**config.mk**
```make
export PLATFORM = sky130hd
export DESIGN_NAME = fpga_cfg_loader_flat
export DESIGN_NICKNAME = d
export VERILOG_FILES = /design/src/rtl/fpga_cfg_loader_pkg.sv /design/src/rtl/fpga_cfg_loader_if.sv /design/src/rtl/fpga_cfg_loader_cfg_shifter.sv /design/src/rtl/fpga_cfg_loader.sv /design/src/flat_wrapper.sv
export SDC_FILE = /design/constraint.sdc
export NUM_CORES = 1
export LEC_CHECK = 0
export BUFFER_PORTS_ARGS = -buffer_cell sky130_fd_sc_hd__buf_2
export CORE_ASPECT_RATIO = 0.5
export CORE_MARGIN = 3
export CORE_UTILIZATION = 50
export CTS_CLUSTER_DIAMETER = 40
export CTS_CLUSTER_SIZE = 24
export DETAILED_ROUTE_END_ITERATION = 6
export HOLD_SLACK_MARGIN = 0.12
export PLACE_DENSITY = 0.7
export SYNTH_ARGS = -nofsm -noshare
export SYNTH_HDL_FRONTEND = slang
export SYNTH_HIERARCHICAL = 1
export SYNTH_SLANG_ARGS = --single-unit
```
**constraint.sdc**
```tcl
create_clock -name clk -period 2.89 [get_ports clk]
set_input_delay 0.7225 -clock clk [delete_from_list [all_inputs] [get_ports clk]]
set_output_delay 0.7225 -clock clk [all_outputs]
set_load 0.1 [all_outputs]
```
**src/rtl/fpga_cfg_loader_pkg.sv**
```systemverilog
// Shared state encoding and defaults for the fabric configuration loader.
// The loader and its slot shifter both import this package.
package fpga_cfg_loader_pkg;

  typedef enum logic [2:0] {
    S_IDLE  = 3'd0,
    S_FETCH = 3'd1,
    S_LOAD  = 3'd2,
    S_SHIFT = 3'd3,
    S_LATCH = 3'd4,
    S_DONE  = 3'd5
  } cfg_state_e;

  localparam int   DEF_NUM_WORDS = 15;
  localparam int   DEF_WORD_W    = 32;
  localparam int   DEF_ADDR_W    = 4;
  localparam logic PAD_BIT       = 1'b0;

  // Abort is only honoured while a run owns the chain (FETCH through LATCH).
  function automatic logic is_run_state(input cfg_state_e s);
    return (s inside {S_FETCH, S_LOAD, S_SHIFT, S_LATCH});
  endfunction

endpackage

```
**src/rtl/fpga_cfg_loader_if.sv**
```systemverilog
// Synchronous configuration ROM port. The loader is the master and the
// ROM returns data one cycle after a read strobe.
interface fpga_cfg_loader_if import fpga_cfg_loader_pkg::*; #(
  parameter int ADDR_W = DEF_ADDR_W,
  parameter int WORD_W = DEF_WORD_W
);

  logic              rom_rd;
  logic [ADDR_W-1:0] rom_addr;
  logic [WORD_W-1:0] rom_rdata;

  modport master (
    output rom_rd,
    output rom_addr,
    input  rom_rdata
  );

  modport slave (
    input  rom_rd,
    input  rom_addr,
    output rom_rdata
  );

endinterface

```
**src/rtl/fpga_cfg_loader_cfg_shifter.sv**
```systemverilog
// One chain slot: parallel-load {pad, word} register shifted out MSB first,
// with a down-counter flagging the final bit of the slot.
module cfg_shifter import fpga_cfg_loader_pkg::*; #(
  parameter int WORD_W = DEF_WORD_W
) (
  input  logic              clk,
  input  logic              rst_n,
  input  logic              load,
  input  logic              shift,
  input  logic [WORD_W-1:0] data,
  output logic              last,
  output logic              msb
);

  localparam int CNT_W = $clog2(WORD_W + 1);

  logic [WORD_W:0]  shreg_r;
  logic [CNT_W-1:0] cnt_r;

  // Slot register and bit counter; load takes priority over shift.
  always_ff @(posedge clk or negedge rst_n) begin
    if (!rst_n) begin
      shreg_r <= '0;
      cnt_r   <= '0;
    end else if (load) begin
      shreg_r <= {PAD_BIT, data};
      cnt_r   <= CNT_W'(WORD_W);
    end else if (shift) begin
      // Zero-fill so the register is empty once the slot is fully out.
      shreg_r <= {shreg_r[WORD_W-1:0], 1'b0};
      if (cnt_r != '0) begin
        cnt_r <= cnt_r - CNT_W'(1);
      end
    end
  end

  assign last = (cnt_r == '0);
  assign msb  = shreg_r[WORD_W];

endmodule

```
**src/rtl/fpga_cfg_loader.sv**
```systemverilog
// Fabric configuration loader: fetches ROM words in descending address order,
// shifts each out as a padded slot on sin/cfg_en, then pulses cfg_latch.
module fpga_cfg_loader import fpga_cfg_loader_pkg::*; #(
  parameter int NUM_WORDS = DEF_NUM_WORDS,
  parameter int WORD_W    = DEF_WORD_W,
  parameter int ADDR_W    = DEF_ADDR_W
) (
  input  logic                clk,
  input  logic                rst_n,
  input  logic                start,
  input  logic                abort,
  output logic                busy,
  output logic                done,
  fpga_cfg_loader_if.master   rom,
  output logic                sin,
  output logic                cfg_en,
  output logic                cfg_latch
);

  localparam logic [ADDR_W-1:0] LAST_IDX = ADDR_W'(NUM_WORDS - 1);
  localparam logic [ADDR_W-1:0] IDX_ONE  = ADDR_W'(1);

  cfg_state_e        state_r;
  logic [ADDR_W-1:0] idx_r;
  logic [ADDR_W-1:0] rom_addr_r;
  logic              rom_rd_r;
  logic              busy_r;
  logic              done_r;
  logic              cfg_en_r;
  logic              cfg_latch_r;

  logic              abort_run_s;
  logic              load_s;
  logic              shift_s;
  logic              last_s;
  logic              msb_s;
  logic [WORD_W-1:0] load_data_s;

  assign abort_run_s = abort && is_run_state(state_r);

  // Shifter control; an abort reloads zeros so sin is quiet while cfg_en is low.
  always_comb begin
    load_s      = 1'b0;
    shift_s     = 1'b0;
    load_data_s = rom.rom_rdata;
    if (abort_run_s) begin
      load_s      = 1'b1;
      load_data_s = '0;
    end else if (state_r == S_LOAD) begin
      load_s = 1'b1;
    end else if (state_r == S_SHIFT) begin
      shift_s = 1'b1;
    end else begin
      load_s  = 1'b0;
      shift_s = 1'b0;
    end
  end

  cfg_shifter #(
    .WORD_W (WORD_W)
  ) u_shifter (
    .clk   (clk),
    .rst_n (rst_n),
    .load  (load_s),
    .shift (shift_s),
    .data  (load_data_s),
    .last  (last_s),
    .msb   (msb_s)
  );

  // Run sequencer with registered (Moore) outputs.
  always_ff @(posedge clk or negedge rst_n) begin
    if (!rst_n) begin
      state_r     <= S_IDLE;
      idx_r       <= '0;
      rom_addr_r  <= '0;
      rom_rd_r    <= 1'b0;
      busy_r      <= 1'b0;
      done_r      <= 1'b0;
      cfg_en_r    <= 1'b0;
      cfg_latch_r <= 1'b0;
    end else if (abort_run_s) begin
      state_r     <= S_IDLE;
      idx_r       <= '0;
      rom_addr_r  <= '0;
      rom_rd_r    <= 1'b0;
      busy_r      <= 1'b0;
      done_r      <= 1'b0;
      cfg_en_r    <= 1'b0;
      cfg_latch_r <= 1'b0;
    end else begin
      case (state_r)
        S_IDLE: begin
          if (start) begin
            state_r    <= S_FETCH;
            idx_r      <= LAST_IDX;
            rom_addr_r <= LAST_IDX;
            rom_rd_r   <= 1'b1;
            busy_r     <= 1'b1;
          end
        end
        S_FETCH: begin
          rom_rd_r <= 1'b0;
          state_r  <= S_LOAD;
        end
        S_LOAD: begin
          cfg_en_r <= 1'b1;
          state_r  <= S_SHIFT;
        end
        S_SHIFT: begin
          if (last_s) begin
            cfg_en_r <= 1'b0;
            if (idx_r == '0) begin
              rom_addr_r  <= '0;
              cfg_latch_r <= 1'b1;
              state_r     <= S_LATCH;
            end else begin
              idx_r      <= idx_r - IDX_ONE;
              rom_addr_r <= idx_r - IDX_ONE;
              rom_rd_r   <= 1'b1;
              state_r    <= S_FETCH;
            end
          end
        end
        S_LATCH: begin
          cfg_latch_r <= 1'b0;
          busy_r      <= 1'b0;
          done_r      <= 1'b1;
          state_r     <= S_DONE;
        end
        S_DONE: begin
          done_r  <= 1'b0;
          state_r <= S_IDLE;
        end
        default: begin
          state_r     <= S_IDLE;
          idx_r       <= '0;
          rom_addr_r  <= '0;
          rom_rd_r    <= 1'b0;
          busy_r      <= 1'b0;
          done_r      <= 1'b0;
          cfg_en_r    <= 1'b0;
          cfg_latch_r <= 1'b0;
        end
      endcase
    end
  end

  assign rom.rom_rd   = rom_rd_r;
  assign rom.rom_addr = rom_addr_r;
  assign busy         = busy_r;
  assign done         = done_r;
  assign cfg_en       = cfg_en_r;
  assign cfg_latch    = cfg_latch_r;
  assign sin          = msb_s;

endmodule

```
**src/flat_wrapper.sv**
```systemverilog
// flat-port wrapper written by rule: the top's interface ports become plain ports
module fpga_cfg_loader_flat import fpga_cfg_loader_pkg::*;
#(
  parameter int NUM_WORDS = DEF_NUM_WORDS,
  parameter int WORD_W    = DEF_WORD_W,
  parameter int ADDR_W    = DEF_ADDR_W
)
  (clk, rst_n, start, abort, busy, done, sin, cfg_en, cfg_latch, rom_rom_rd, rom_rom_addr, rom_rom_rdata);
  fpga_cfg_loader_if #(.ADDR_W(ADDR_W), .WORD_W(WORD_W)) rom_i ();
  input  logic clk;
  input  logic rst_n;
  input  logic start;
  input  logic abort;
  output logic busy;
  output logic done;
  output logic sin;
  output logic cfg_en;
  output logic cfg_latch;
  output wire logic [$bits(rom_i.rom_rd)-1:0] rom_rom_rd;
  output wire logic [$bits(rom_i.rom_addr)-1:0] rom_rom_addr;
  input wire logic [$bits(rom_i.rom_rdata)-1:0] rom_rom_rdata;
  assign rom_rom_rd = rom_i.rom_rd;
  assign rom_rom_addr = rom_i.rom_addr;
  assign rom_i.rom_rdata = rom_rom_rdata;
  fpga_cfg_loader #(.NUM_WORDS(NUM_WORDS), .WORD_W(WORD_W), .ADDR_W(ADDR_W)) u_core (.clk(clk), .rst_n(rst_n), .start(start), .abort(abort), .busy(busy), .done(done), .rom(rom_i), .sin(sin), .cfg_en(cfg_en), .cfg_latch(cfg_latch));
endmodule
```
==> results.py <==
metrics = {
    "run_status": {
        "status": "finished clean",
    },
    "sta": {
        "worst_slew_margin_rel_pct": 53.71,
        "skew_ns": 0.004223,
        "post-route-min-period_ns": 2.636,
        "slew_violations": 0,
        "hold_viol": 0,
        "whs_ns": 0.5074,
        "rsz0062_at_grt": "no",
        "setup_ws_ns": 0.2544,
        "worst_slew_pin_slew_ns": 0.6944,
        "setup-tns-final_ns": 0,
        "fin_crit_sh_pct": 91.20,
        "max_freq_mhz": 379.4,
        "finalSetupViolCount": 0,
    },
    "cells_and_area": {
        "diodes": 0,
        "drive_gt1_share_pct": 18.85,
        "instances_no_fill": 450,
        "area_growth_pct": 13.97,
        "finish.net_count": 406,
    },
    "synthesis": {
        "synth_seq_cells": 55,
        "ys_types": 51,
        "synth_most_common_cell": "dfrtp_1",
        "synth_area_leaders": "dfrtp_1 (44%), mux2i_1 (11%), o21ai_0 (6.8%)",
        "synthCells": 332,
        "synthesis.area_sq_mm": 0.003098,
        "synth_ff_type": "dfrtp_1",
        "synth_common_cells": "dfrtp_1 (55), nand2_1 (45), o21ai_0 (42)",
        "async_flop_share_pct": 100.0,
        "ys_seq_area_share_pct": 44.43,
        "synth_top_area_cell": "dfrtp_1",
        "synth_edf_count": 0,
        "synth_fp_nets": 372,
        "synth_top_area_share_pct": 44.43,
        "ys_warn_count": 6,
        "syn_area_per_cell_sq_um": 9.331,
    },
    "die": {
        "ioPinCount": 46,
        "core_area_sq_mm": 0.005729,
        "die_h_um": 61.66,
        "start_util_pct": 54.07,
        "die_x_um": 117.3,
        "dieArea_sq_mm": 0.007234,
        "num_rows": 19,
    },
    "clock_network": {
        "cts_sinks": 55,
        "cts_max_path_buffers": 2,
        "path_clk_slew_ns": 0.07,
        "ctsResizeCount": 0,
        "clk_latency_ns": 0.29,
        "cts_buffers": 5,
        "post_cts_buffers": 0,
        "cts_tree": "built",
        "cts_max_level": 2,
        "root_buffer": "clkbuf_16",
        "hold_buffers": 0,
    },
    "detailed_routing": {
        "finalWirelength_um": 6274,
        "drcViolationCount": 0,
        "drtPass1Iterations": 4,
        "post_drt_wl_per_cell_um": 13.94,
        "drtIter0Drc": 134,
        "ant_nets": 0,
        "vias": 2393,
        "vias_per_cell": 5.318,
    },
    "worst_setup_path": {
        "reg2reg_slack_ns": 0.25,
        "cp_data_required_time_ns": 3.06,
        "worstSetupStartpointType": "register",
        "r2r_end": "u_core/rom.rom_addr[1]$_DFFE_PN0P_",
        "path_buf_inv": 1,
        "r2r_start": "u_core/u_shifter/cnt_r[0]$_DFFE_PN0P_",
        "critPathTopFamily": "simple AND/OR/NAND/NOR gates",
        "path_class": "reg -> reg",
        "cpPeakStageDelay_ns": 0.48,
        "cp.arrival_ns": 2.81,
        "worst_r2r_path_depth": 8,
        "cp-end-kind": "register",
        "cp_slowest_cell": "or3b_1",
        "path_cells": "inv_1 -> ha_1 -> or3b_1 -> nor2_1 -> nand2_1 -> a21oi_1 -> a221o_2 -> mux2_4",
        "path_max_fanout": 7,
    },
    "hold_path": {
        "holdPathEnd": "u_core/rom.rom_rd$_DFFE_PN0P_",
        "hold_depth": 1,
        "hp-class": "reg -> reg",
        "hold_start": "u_core/rom.rom_rd$_DFFE_PN0P_",
    },
    "placed_design": {
        "dp_slack_ns": 0.2235,
        "dp_cells": 443,
        "dp.final_hpwl_um": 4201,
        "routabilityCongestion": 0.8365,
        "port_buffers": 45,
    },
    "global_route": {
        "antenna_found_initial": 0,
        "grt_pass1_vias": 2355,
        "grt_pass1_wl_um": 10730,
        "overflow": 0,
        "grt_max_degree": 56,
        "track_usage_pct": 18.57,
    },
    "pwr": {
        "p_leak_nw": 1.531,
        "power_w": 0.003785,
        "ir_worst_vdd_uv": 715.0,
        "pwr_density_cell_mw_per_mm2": 1072,
    },
    "run": {
        "drv_cap": 0,
    },
}
[worst max-delay path by stage]
stage / startpoint / endpoint / slack (ns) / cells after the start
final: u_core/u_shifter/cnt_r[0]$_DFFE_PN0P_ / u_core/rom.rom_addr[1]$_DFFE_PN0P_ / 0.25 / 8
after global routing: u_core/u_shifter/cnt_r[0]$_DFFE_PN0P_ / u_core/rom.rom_addr[0]$_DFFE_PN0P_ / 0.13 / 8
after CTS: u_core/u_shifter/cnt_r[0]$_DFFE_PN0P_ / u_core/rom.rom_addr[1]$_DFFE_PN0P_ / 0.28 / 8
after detailed placement: abort / u_core/u_shifter/cnt_r[3]$_DFFE_PN0P_ / 0.22 / 7
after global placement: abort / u_core/u_shifter/cnt_r[3]$_DFFE_PN0P_ / 0.33 / 7
after floorplan: abort / u_core/u_shifter/cnt_r[3]$_DFFE_PN0P_ / 0.58 / 7
[cells by family after synthesis]
group	after synthesis	share of synthesized area (%)
AND/OR/NAND/NOR	119	20.11
adder cells (fa/ha/maj)	4	1.616
buffers and inverters	36	5.250
flip-flops	55	44.43
XOR/XNOR	2	0.5655
AO/OA/AOI/OAI	78	15.23
multiplexers	38	12.80
[sequential cells by signal (all words and copies together) (netlist names)]
signal and flops:
u_core/rom.rom_rd 1, u_core/done 1, u_core/state_r 3, u_core/u_shifter/cnt_r 6
u_core/busy 1, u_core/idx_r 4, u_core/cfg_en 1, u_core/u_shifter/shreg_r 33
u_core/rom.rom_addr 4, u_core/cfg_latch 1
[stage by stage]
step / util, % / area [sq um]
final: 61.63 / 3531
after global routing: 61.63 / 3531
after CTS: 61.63 / 3531
after detailed placement: 58.79 / 3368
after global placement: 58.79 / 3368
after floorplan: - / 3098
[report_power, final]
group | switching (W) | internal, W | total (W)
registers | 0.000245 | 0.00109 | 0.00134
logic | 0.00115 | 0.000630 | 0.00178
clock network | 0.000263 | 0.000404 | 0.000667
[layout by cell type, fill, tap and decap left out, types with 3 or more instances in the layout]
master     instances
ha_1               4
nor2b_1            3
mux2_4             3
a22o_1             3
or4_1              3
nand3_1            7
buf_2             45
nor3_1             3
nand2_1           45
dfrtp_1           55
nor2_1             9
buf_4              6
nand2b_1           3
mux2i_1           33
inv_1              9
o21ai_0           42
and2_1            33
a21oi_1           12
clkbuf_16          5
[per-layer routing]
metal	vias up	routed length [um]	track usage [%]
met2	41	2981	34.34
met5	-	0	0
met1	1129	3014	22.59
met3	8	227	4.954
li1	1215	-	-
met4	0	50	4.508
[layout make-up]
cell class | count | area [sq um]
fill | 480 | 2198
multi-input combinational | 241 | 1572
sequential | 55 | 1376
timing repair buffer | 51 | 270.3
clock buffer | 5 | 125.1
tap | 84 | 105.1
inverter | 12 | 45.04
clock inverter | 2 | 37.54
Note: power is estimated with default switching activity, not from simulation.
